$ cat src/rtl/pipeline_pkg.sv
// Shared types for the memory-port arbiter of the 5-stage RV32I pipeline.
//   arb_state_e : arbiter FSM state encoding
//   mem_req_t   : one memory-side command (write enable, address, data, byte mask)
//   arb_dbg_t   : debug snapshot of the arbiter (FSM state, owner, counters)
package pipeline_pkg;

  localparam int MEM_AW = 32;
  localparam int MEM_DW = 32;
  localparam int MEM_BW = 4;

  typedef enum logic [1:0] {
    IDLE     = 2'd0,
    WAIT_IF  = 2'd1,
    WAIT_LSU = 2'd2,
    RESP     = 2'd3
  } arb_state_e;

  typedef struct packed {
    logic              we;
    logic [MEM_AW-1:0] addr;
    logic [MEM_DW-1:0] wdata;
    logic [MEM_BW-1:0] bmask;
  } mem_req_t;

  // Counters are zero-extended to 8 bits so the debug view does not
  // change shape when TIMEOUT or STARVE_LIMIT are retuned.
  typedef struct packed {
    arb_state_e state;
    logic       owner_lsu;
    logic [7:0] timeout_cnt;
    logic [7:0] starve_cnt;
  } arb_dbg_t;

endpackage

$ cat src/rtl/arb_timeout_cnt.sv
// Clear/enable saturating up-counter.
//   i_clk, i_rst : clock, synchronous active-high reset
//   i_clr        : synchronous clear (wins over i_en)
//   i_en         : count up by one, holding at LIMIT
//   o_count      : current count
//   o_expired    : count has reached LIMIT
module arb_timeout_cnt #(
  parameter int LIMIT = 15,
  parameter int CW    = $clog2(LIMIT + 1)
) (
  input  logic          i_clk,
  input  logic          i_rst,
  input  logic          i_clr,
  input  logic          i_en,
  output logic [CW-1:0] o_count,
  output logic          o_expired
);

  localparam logic [CW-1:0] LIM = CW'(LIMIT);

  logic [CW-1:0] cnt_q;

  always_ff @(posedge i_clk) begin
    if (i_rst) begin
      cnt_q <= '0;
    end else if (i_clr) begin
      cnt_q <= '0;
    end else if (i_en && (cnt_q != LIM)) begin
      cnt_q <= cnt_q + 1'b1;
    end
  end

  assign o_count   = cnt_q;
  assign o_expired = (cnt_q == LIM);

endmodule

$ cat src/rtl/mem_port_arbiter.sv
// Arbiter sharing one single-ported unified memory between the IF stage
// and the MEM-stage LSU. One requester is granted at a time; the memory
// handshake has variable latency and is aborted after TIMEOUT wait cycles.
//
// Handshake: a requester raises *_req with stable address/data and holds it
// until its one-cycle *_ack; *_err qualifies *_ack. On the memory side
// o_mem_req rises on the grant edge, stays high (with stable command) up to
// and including the i_mem_ack cycle, and i_mem_ack is only honoured while
// the FSM is in a WAIT state.
//
// Ports:
//   i_clk, i_rst                 clock, synchronous active-high reset
//   i_if_req/i_if_addr           fetch request
//   o_if_rdata/ack/err/stall     fetch response and stall to hazard unit
//   i_lsu_req/we/addr/wdata/bmask  load/store request
//   o_lsu_rdata/ack/err/stall    LSU response and stall to hazard unit
//   o_mem_req/we/addr/wdata/bmask  memory command
//   i_mem_rdata/i_mem_ack        memory response
//   o_dbg                        FSM state, owner and counter snapshot
module mem_port_arbiter
  import pipeline_pkg::*;
#(
  parameter int AW           = 32,
  parameter int DW           = 32,
  parameter int STARVE_LIMIT = 4,
  parameter int TIMEOUT      = 16
) (
  input  logic          i_clk,
  input  logic          i_rst,
  input  logic          i_if_req,
  input  logic [AW-1:0] i_if_addr,
  output logic [DW-1:0] o_if_rdata,
  output logic          o_if_ack,
  output logic          o_if_err,
  output logic          o_if_stall,
  input  logic          i_lsu_req,
  input  logic          i_lsu_we,
  input  logic [AW-1:0] i_lsu_addr,
  input  logic [DW-1:0] i_lsu_wdata,
  input  logic [3:0]    i_lsu_bmask,
  output logic [DW-1:0] o_lsu_rdata,
  output logic          o_lsu_ack,
  output logic          o_lsu_err,
  output logic          o_lsu_stall,
  output logic          o_mem_req,
  output logic          o_mem_we,
  output logic [AW-1:0] o_mem_addr,
  output logic [DW-1:0] o_mem_wdata,
  output logic [3:0]    o_mem_bmask,
  input  logic [DW-1:0] i_mem_rdata,
  input  logic          i_mem_ack,
  output arb_dbg_t      o_dbg
);

  localparam int TO_W = $clog2(TIMEOUT);
  localparam int ST_W = $clog2(STARVE_LIMIT + 1);

  arb_state_e    state_q, state_d;
  mem_req_t      mem_q;
  logic          mem_req_q;
  logic          owner_lsu_q;
  logic          err_q;
  logic [DW-1:0] if_rdata_q, lsu_rdata_q;

  logic          grant_if, grant_lsu;
  logic          in_wait, wait_done;
  logic          to_expired, starve_expired;
  logic [TO_W-1:0] to_count;
  logic [ST_W-1:0] starve_count;
  logic [DW-1:0] resp_rdata;

  // Expires when the count hits TIMEOUT-1: together with the cycle at
  // count 0 this gives exactly TIMEOUT wait cycles before the abort.
  arb_timeout_cnt #(
    .LIMIT (TIMEOUT - 1),
    .CW    (TO_W)
  ) u_timeout_cnt (
    .i_clk     (i_clk),
    .i_rst     (i_rst),
    .i_clr     (grant_if | grant_lsu),
    .i_en      (in_wait),
    .o_count   (to_count),
    .o_expired (to_expired)
  );

  // Counts LSU wins taken while fetch was also waiting.
  arb_timeout_cnt #(
    .LIMIT (STARVE_LIMIT),
    .CW    (ST_W)
  ) u_starve_cnt (
    .i_clk     (i_clk),
    .i_rst     (i_rst),
    .i_clr     (grant_if),
    .i_en      (grant_lsu & i_if_req),
    .o_count   (starve_count),
    .o_expired (starve_expired)
  );

  // LSU normally wins a tie; fetch wins once it has lost STARVE_LIMIT times.
  always_comb begin
    grant_if  = 1'b0;
    grant_lsu = 1'b0;
    if (state_q == IDLE) begin
      if (i_lsu_req && !(i_if_req && starve_expired)) begin
        grant_lsu = 1'b1;
      end else if (i_if_req) begin
        grant_if = 1'b1;
      end
    end
  end

  assign in_wait   = (state_q == WAIT_IF) || (state_q == WAIT_LSU);
  assign wait_done = in_wait && (i_mem_ack || to_expired);
  // Stores and aborted accesses return zero; a real ack beats a timeout.
  assign resp_rdata = (i_mem_ack && !mem_q.we) ? i_mem_rdata : '0;

  // FSM: state register
  always_ff @(posedge i_clk) begin
    if (i_rst) begin
      state_q <= IDLE;
    end else begin
      state_q <= state_d;
    end
  end

  // FSM: next state
  always_comb begin
    state_d = state_q;
    unique case (state_q)
      IDLE: begin
        if (grant_lsu) begin
          state_d = WAIT_LSU;
        end else if (grant_if) begin
          state_d = WAIT_IF;
        end
      end
      WAIT_IF, WAIT_LSU: begin
        if (i_mem_ack || to_expired) begin
          state_d = RESP;
        end
      end
      RESP:    state_d = IDLE;
      default: state_d = IDLE;
    endcase
  end

  // FSM: outputs
  always_comb begin
    o_if_ack  = 1'b0;
    o_lsu_ack = 1'b0;
    if (state_q == RESP) begin
      o_if_ack  = !owner_lsu_q;
      o_lsu_ack = owner_lsu_q;
    end
  end

  // Memory command and response capture
  always_ff @(posedge i_clk) begin
    if (i_rst) begin
      mem_req_q   <= 1'b0;
      mem_q       <= '0;
      owner_lsu_q <= 1'b0;
      err_q       <= 1'b0;
      if_rdata_q  <= '0;
      lsu_rdata_q <= '0;
    end else if (grant_lsu) begin
      mem_req_q   <= 1'b1;
      owner_lsu_q <= 1'b1;
      mem_q.we    <= i_lsu_we;
      mem_q.addr  <= MEM_AW'(i_lsu_addr);
      mem_q.wdata <= MEM_DW'(i_lsu_wdata);
      mem_q.bmask <= i_lsu_we ? i_lsu_bmask : 4'h0;
    end else if (grant_if) begin
      mem_req_q   <= 1'b1;
      owner_lsu_q <= 1'b0;
      mem_q.we    <= 1'b0;
      mem_q.addr  <= MEM_AW'(i_if_addr);
      mem_q.wdata <= '0;
      mem_q.bmask <= 4'h0;
    end else if (wait_done) begin
      mem_req_q <= 1'b0;
      err_q     <= !i_mem_ack;
      if (state_q == WAIT_IF) begin
        if_rdata_q <= resp_rdata;
      end else begin
        lsu_rdata_q <= resp_rdata;
      end
    end
  end

  assign o_mem_req   = mem_req_q;
  assign o_mem_we    = mem_q.we;
  assign o_mem_addr  = AW'(mem_q.addr);
  assign o_mem_wdata = DW'(mem_q.wdata);
  assign o_mem_bmask = mem_q.bmask;

  assign o_if_rdata  = if_rdata_q;
  assign o_lsu_rdata = lsu_rdata_q;
  assign o_if_err    = o_if_ack & err_q;
  assign o_lsu_err   = o_lsu_ack & err_q;
  assign o_if_stall  = i_if_req & ~o_if_ack;
  assign o_lsu_stall = i_lsu_req & ~o_lsu_ack;

  always_comb begin
    o_dbg             = '0;
    o_dbg.state       = state_q;
    o_dbg.owner_lsu   = owner_lsu_q;
    o_dbg.timeout_cnt = 8'(to_count);
    o_dbg.starve_cnt  = 8'(starve_count);
  end

  // A requester that drops its request while being served breaks the
  // handshake; flag it in simulation.
  a_if_req_held : assert property (@(posedge i_clk) disable iff (i_rst)
    (state_q == WAIT_IF) |-> i_if_req);
  a_lsu_req_held : assert property (@(posedge i_clk) disable iff (i_rst)
    (state_q == WAIT_LSU) |-> i_lsu_req);

endmodule

$ cat config.mk
export PLATFORM = sky130hd
export DESIGN_NAME = mem_port_arbiter
export DESIGN_NICKNAME = d
export VERILOG_FILES = /design/src/rtl/pipeline_pkg.sv /design/src/rtl/arb_timeout_cnt.sv /design/src/rtl/mem_port_arbiter.sv
export SDC_FILE = /design/constraint.sdc
export NUM_CORES = 1
export LEC_CHECK = 0
export ABC_AREA = 0
export CORE_UTILIZATION = 30
export CTS_CLUSTER_DIAMETER = 200
export DETAILED_ROUTE_END_ITERATION = 8
export REMOVE_ABC_BUFFERS = 1
export SLEW_MARGIN = 20
export SYNTH_ARGS = -nofsm -noshare
export SYNTH_HDL_FRONTEND = slang
export SYNTH_SLANG_ARGS = --single-unit
$ cat constraint.sdc
create_clock -name i_clk -period 2.1 [get_ports i_clk]
set_input_delay 0.315 -clock i_clk [delete_from_list [all_inputs] [get_ports i_clk]]
set_output_delay 0.315 -clock i_clk [all_outputs]
set_load 0.05 [all_outputs]
==> metrics list, run 1 <==
- Result of the run: finished clean
- Compound-cell area share of the yosys netlist: 0.1766
- Min Clock Period, post-route: 1998 ps
- Max Transition Viols Final: 0
* Start-to-end type of the worst setup path: flip-flop to output pin
- Share of synthesized cell area in and, or, nand and nor gates: 0.1548
* Via-per-instance ratio: 4.644
* Routed wire length per instance: 15.35 microns
* List of cells traversed by the critical path: clkdlybuf4s50_1
- Num CTS Buffers: 17
* Post-synth EDFFs: 0
- Post-CTS setup-driven buffer insertion count: 0
- The floorplan step set the die height to 137.6 microns.
* Routability congestion estimate: 0.7577
* Num ports: 297
- CP max stage delay: 860 ps
* Part of the Yosys area used for sequential elements: 0.5266
* Number of rows in the core area: 49
* Area grow syn2layout: 67.68%
- Placeable core region: 17960 sq um
* Post-synthesis average cell area: 9.188 sq um
* Arrival time of data at the critical path endpoint: 1680 ps
- Share of the synthesized area in the top cell type: 0.5266
- VDD sags by at most 0.5546 mV.
- STA classifies the critical path endpoint as an output pin.
- Total clock sinks: 145
- TritonCTS built the clock tree.
- For this configuration, the core starts out at a cell density of 0.3069.
- The detailed router placed 5173 vias in this run.
- CTS root buffer: clkbuf_16
- Highest attainable clock frequency: 0.5005 GHz
- Skew final: 9.122 ps
- Unrepaired setup endpoints after global routing: no
- The number of buffers and inverters on the critical path is 1.
* Total global-route track usage: 0.1801
- In this run, distinct cell masters in the synthesized netlist total 38.
* Most instantiated flip-flop cell in the synthesis netlist: dfxtp_1
* Period Utilization, post-route: 0.9514
- Measured against the total synthesized area, the mux share comes to 0.05992.
- The analysis attributes to cell leakage a power of 3.431 nW.
- WP data required: 1780 ps
- # nets final: 1016
- Excluding fillers, the count of instances in the completed layout stands at 1114.
- Global-route wire length before repair: 26.11 mm
- The first detailed-routing pass took 4 iterations.
* Count of state elements after synthesis: 145
- Number of warnings reported in the yosys synthesis log: 0
- The number of hold buffers added after CTS was 0.
- CTS H-tree lvls: 4
- Later-pin clock latency in the skew report: 410 ps
- Async set-reset flop share out of synthesis: 0
- Antenna Nets Post-Route: 0
* Final number of hold-violating endpoints: 0
- Cell family with most CP delay: buffers and inverters
* Vias in the first global route: 4993
* Slew of the pin with the lowest slew margin: 566.1 ps
* Total Routed Length: 17.10 mm
- Library cell occupying the most area in the post-synthesis netlist: dfxtp_1
* Share of post-route cells with drive strength above 1: 0.07006
* X dimension of the die: 137.6 microns
- The die covers 18920 sq um.
- Setup violations remaining at the end of the flow were counted as 0.
* Largest net degree at the start of global routing: 92
- For this run, design rule violations remaining after detail routing come to 0.
- Global routing finished with a remaining overflow of 0.
* Most common cell after layout, fill and taps aside: clkdlybuf4s50_1
- Max clock buf depth: 2
- In the synthesized netlist, the number of instances is 600.
- Main combinational cell family by area after synthesis: compound AO/OA/AOI/OAI gates
- Clock-pin slew was measured on the worst setup and hold paths at 60 ps.
- In the post-synthesis netlist, the biggest area contributors are dfxtp_1 (53%), nand2_1 (8.9%), mux2i_1 (6.0%), a22o_1 (5.1%), o21ai_0 (5.0%).
- Crit start category: flip-flop
- Crit path max-delay cell type: clkdlybuf4s50_1
- For the final routed database, the setup TNS stands at 0 ps.
- Port Buffers: 287
- Power density over cell area: 1191 nW/um^2
- Antenna violations before repair: 0
* Class of the most critical hold timing path: flip-flop to flip-flop
- Top library cells by usage in the layout, fill and taps aside: clkdlybuf4s50_1 (281), dfxtp_1 (145), nand2_1 (131)
- In this run the worst path has a maximum fanout of 5.
- Detailed placement finished with a half-perimeter wire length of 11.75 mm.
- Post-CTS repair changed the size of 0 cells.
* Reported max-cap violation count: 0
- Xor-xnor portion of the synthesized cell area: 0.004766
- The number of placed instances, taps included, is 1082.
* Netlist Area Pre-Place: 5513 sq um
- Total power after layout: 0.01101 W
* Relative slew slack: 0.6214
- The repair_antennas step left the layout with diodes totalling 0.
- Post-synthesis share of cell area spent on full adders, half adders and majority gates: 0.01362
* Violation count after the first detailed-route iteration: 201
-- report_power, final --
part / internal (W) / total [W] / leakage [nW] / switching (W)
logic: 0.00162 / 0.00450 / 1.97 / 0.00288
registers: 0.00322 / 0.00348 / 1.18 / 0.000264
clock network: 0.00169 / 0.00302 / 0.282 / 0.00133
total: 0.00653 / 0.0110 / 3.43 / 0.00447
-- metrics by stage --
step                hold slack [ps]    util  worst slack (ps)  instance area, sq um
floorplan                     384.1       -             -2283                  5218
global placement              440.9  0.4819             141.3                  8657
detailed placement            447.0  0.4819             100.8                  8657
CTS                           439.4  0.5146             63.57                  9244
global route                  455.4  0.5146             26.08                  9244
finish                        454.5  0.5146             102.1                  9244
-- Yosys cell counts (2+ instances only) --
| cell | instances |
|---|---|
| inv_1 | 5 |
| o21ai_1 | 13 |
| xor2_1 | 3 |
| a21oi_1 | 4 |
| nand2_1 | 131 |
| nand3_1 | 37 |
| mux2i_1 | 33 |
| o21ai_0 | 55 |
| nor3_1 | 5 |
| buf_4 | 10 |
| dfxtp_1 | 145 |
| clkbuf_1 | 30 |
| nor2b_1 | 5 |
| nor2_1 | 9 |
| a32o_1 | 4 |
| buf_1 | 2 |
| a31oi_1 | 33 |
| ha_1 | 6 |
| a22o_1 | 32 |
| and3_1 | 4 |
| buf_6 | 8 |
| buf_2 | 8 |
| and2_1 | 3 |
-- registers in the layout (all words and copies together), names as in the netlist --
register,count
o_if_rdata,32
err_q,1
o_mem_wdata,32
o_mem_bmask,4
state_q,2
u_timeout_cnt.o_count,4
o_mem_addr,32
u_starve_cnt.o_count,3
o_lsu_rdata,32
owner_lsu_q,1
o_mem_we,1
o_mem_req,1
-- kinds of logic after synthesis --
family                     Yosys count
and+or+nand+nor                    198
AOI/OAI and AO/OA                  150
DFF                                145
buffers and inverters               64
muxes                               33
adders and majority gates            6
xor gates and xnor gates             3
other                                1
-- layer usage --
| layer | GRT usage | wire length (microns) | up-vias | part of all wire |
|---|---|---|---|---|
| met5 | 0 | 0 | - | 0 |
| met1 | 0.2225 | 7708 | 2343 | 0.45 |
| met2 | 0.2909 | 7771 | 186 | 0.45 |
| met4 | 0.06716 | 273 | 0 | 0.016 |
| met3 | 0.05740 | 1346 | 17 | 0.079 |
| li1 | - | - | 2627 | - |
-- final timing paths --
check                      startpoint             end  slack [ps]  cells after the start
max                        state_q[0]       o_dbg[17]         100                      1
min                    o_lsu_rdata[6]  o_lsu_rdata[6]         450                      2
max reg2reg  u_timeout_cnt.o_count[0]  o_lsu_rdata[0]         280                      6
min reg2reg            o_lsu_rdata[6]  o_lsu_rdata[6]         450                      2
-- area by class of cell --
cell class              instances  area (sq um)
clock buffers                  17         425.4
clock inverters                15         161.4
fillers                      1700          8720
inverters                       6         22.52
multi-input cells             399          2317
flip-flops and latches        145          2903
well taps                     229         286.5
repair buffers                303          3128
No activity file was read; power rests on OpenSTA's default activity.
==> run 2, diff against run 1 <==
- CAP_MARGIN: not set -> 15
- CTS_BUF_LIST: not set -> sky130_fd_sc_hd__clkbuf_16
==> results of run 2 <==
The final DEF is identical to that of run 1; final timing and power are the same.
==> RTL change (settings of run 2) <==
`DW`: 32 -> 36.
--- a/src/rtl/mem_port_arbiter.sv
+++ b/src/rtl/mem_port_arbiter.sv
@@ -23,3 +23,3 @@
   parameter int AW           = 32,
-  parameter int DW           = 32,
+  parameter int DW           = 36,
   parameter int STARVE_LIMIT = 4,
Interface: changed (5 resized); port bits go from 297 to 317. No check against the original RTL was run, so the function may have changed too.
==> RTL change against run 2 <==
- cell area increased by 4.7%
- power is 1.9% higher
- sequential cell count increased by 8
- maximum frequency is 1.5% lower
- count of clock-buffer cells in the layout stayed put
- critical path type unchanged
- sequential share of layout area grew 0.25 points
- area after synthesis grew 5.8%
- sequential power increased by 5%
- combinational power increased by 4%
- register-to-register slack got worse by 0.06 ns
- worst setup slack got worse by 0.030 ns
- clock skew is 0.0018 ns lower
- wire length is 5.7% higher
==> RTL change: results (changes against run 2) <==
Detailed routing
  • Pre-Repair DR Iteration Count: 6 (+2)
  • DR iter-0 viols: 213 (+6.0%)
  • Via-to-Cell Ratio: 4.56 (-1.7%)
  • Wire per inst: 15.1 um (-1.3%)
  • Total routed wirelength: 18100 um (+5.7%)

Place
  • RD Place Congestion: 0.785 (+3.5%)
  • DP Area: 9120 um2 (+5.4%)
  • DPL Wire Length: 12600 um (+7.0%)
  • IO Port Bufs: 299 (+4.2%)
  • Placement Setup Slack: 0.110 ns (+0.00957 ns)
  • Dpl cells: 1162 (+7.4%)

Global routing
  • Initial antenna violation count: 0 (unchanged)
  • Met2 capacity usage during global routing: 29.4% (+0.27 points)
  • Largest net degree at the start of global routing: 81 (-12%)
  • M3 GR Usage: 6.34% (+0.61 points)
  • Met1 Usage GRT: 22.3% (+0.073 points)
  • First-pass GRT wire length: 28100 um (+7.8%)
  • Vias in the first global route: 5192 (+4.0%)
  • Total Routing Usage GR: 18.2% (+0.17 points)

Timing
  • Worst Hold Slack: 0.453 ns (-0.00175 ns)
  • Clk_skew: 0.00729 ns (-0.00183 ns)
  • Minimum clock period: 2.03 ns (+0.0304 ns)
  • Worst-Margin Slew: 0.604 ns (+0.0375 ns)

Worst hold path
  • HP Start: i_lsu_addr[13]
  • WHS Endpoint: o_mem_addr[13]$_SDFFE_PP0P_
  • Worst Hold Depth: 3 (+1)
  • Worst hold path type: primary input to register

Synthesis
  • Seq/Total Area, Yosys: 52.5% (-0.12 points)
  • Synth Area in Compound Gates: 17.0% (-0.62 points)
  • Adder-cell share of the synthesized area: 1.29% (-0.074 points)
  • Synth top area share: 52.5% (-0.12 points)
  • Gate Count Post-Synth: 636 (+6.0%)
  • Commonest cells post-synth: 153 x dfxtp_1, 139 x nand2_1, 66 x o21ai_0
  • Synth Warn #: 0 (unchanged)
  • Ys async rst share: 0% (unchanged)
  • Synth area leaders: dfxtp_1 53%, nand2_1 8.9%, mux2i_1 6.4%
  • Post-synthesis xor/xnor area fraction: 0.451% (-0.026 points)
  • Post-synthesis mux area share: 6.35% (+0.36 points)

Power and ir drop
  • Pleak: 0.00359 uW (+4.6%)
  • VDD IR max: 0.685 mV (+24%)
  • Logic pwr share: 41.6% (+0.7 points)
  • Seq. pwr: 3640 uW (+5%)
  • P_comb: 4660 uW (+4%)
  • Net Sw Frac: 40.9% (+0.27 points)

Layout
  • Fillcell total: 1831 (+7.7%)
  • Layout cells sized above 1: 6.96% (-0.046 points)
  • NumNets Final: 1073 (+5.6%)
  • Area grow syn2layout: 66.0%

Worst setup path
  • Reg2reg path depth: 6 (unchanged)
  • RR Endpoint: o_lsu_rdata[3]$_SDFFE_PP0P_
  • R2r setup slk: 0.22 ns (-0.06 ns)
  • CP peak stage delay: 0.88 ns (+0.02 ns)
  • Critical path data arrival time: 1.71 ns (+0.03 ns)
  • Worst Setup EP: o_dbg[17]
  • Slowest-stage cell, CP: clkdlybuf4s50_1
  • Crit path max-delay family: buffers and inverters

Clocking
  • Post-CTS Setup Bufs: 0 (unchanged)
  • CTS max path bufs: 2 (unchanged)

Run status
  • Outcome: complete, no violations
## RTL change: cell count changes after synthesis, sizes merged, moves of 4 or more
cell	run 2	this run
buf	28	34
dfxtp	145	153
mux2i	33	37
nand2	131	139
nand3	37	41
o21ai	68	72
## RTL change: metal layers
| layer | up-vias | wire length (um) |
|---|---|---|
| met4 | 0 | 312 |
| met2 | 197 | 8400 |
| met5 | - | 0 |
| li1 | 2761 | - |
| met1 | 2470 | 7930 |
| met3 | 21 | 1440 |
## RTL change: worst register-to-register path, cell delays in order (launching register included)
cell and delay (ns):
dfxtp_1 0.40, ha_1 0.21, and3_1 0.24, o21ai_0 0.21
nor3_4 0.28, buf_4 0.28, mux2i_1 0.21
## RTL change: layout make-up
| class | instances | area share, % |
|---|---|---|
| clock inverters | 15 | 1.32 |
| well taps | 260 | 3.36 |
| inverters | 6 | 0.246 |
| clock buffers | 17 | 4.40 |
| flip-flops and latches | 153 | 31.7 |
| repair buffers | 319 | 33.7 |
| multi-input cells | 424 | 25.3 |
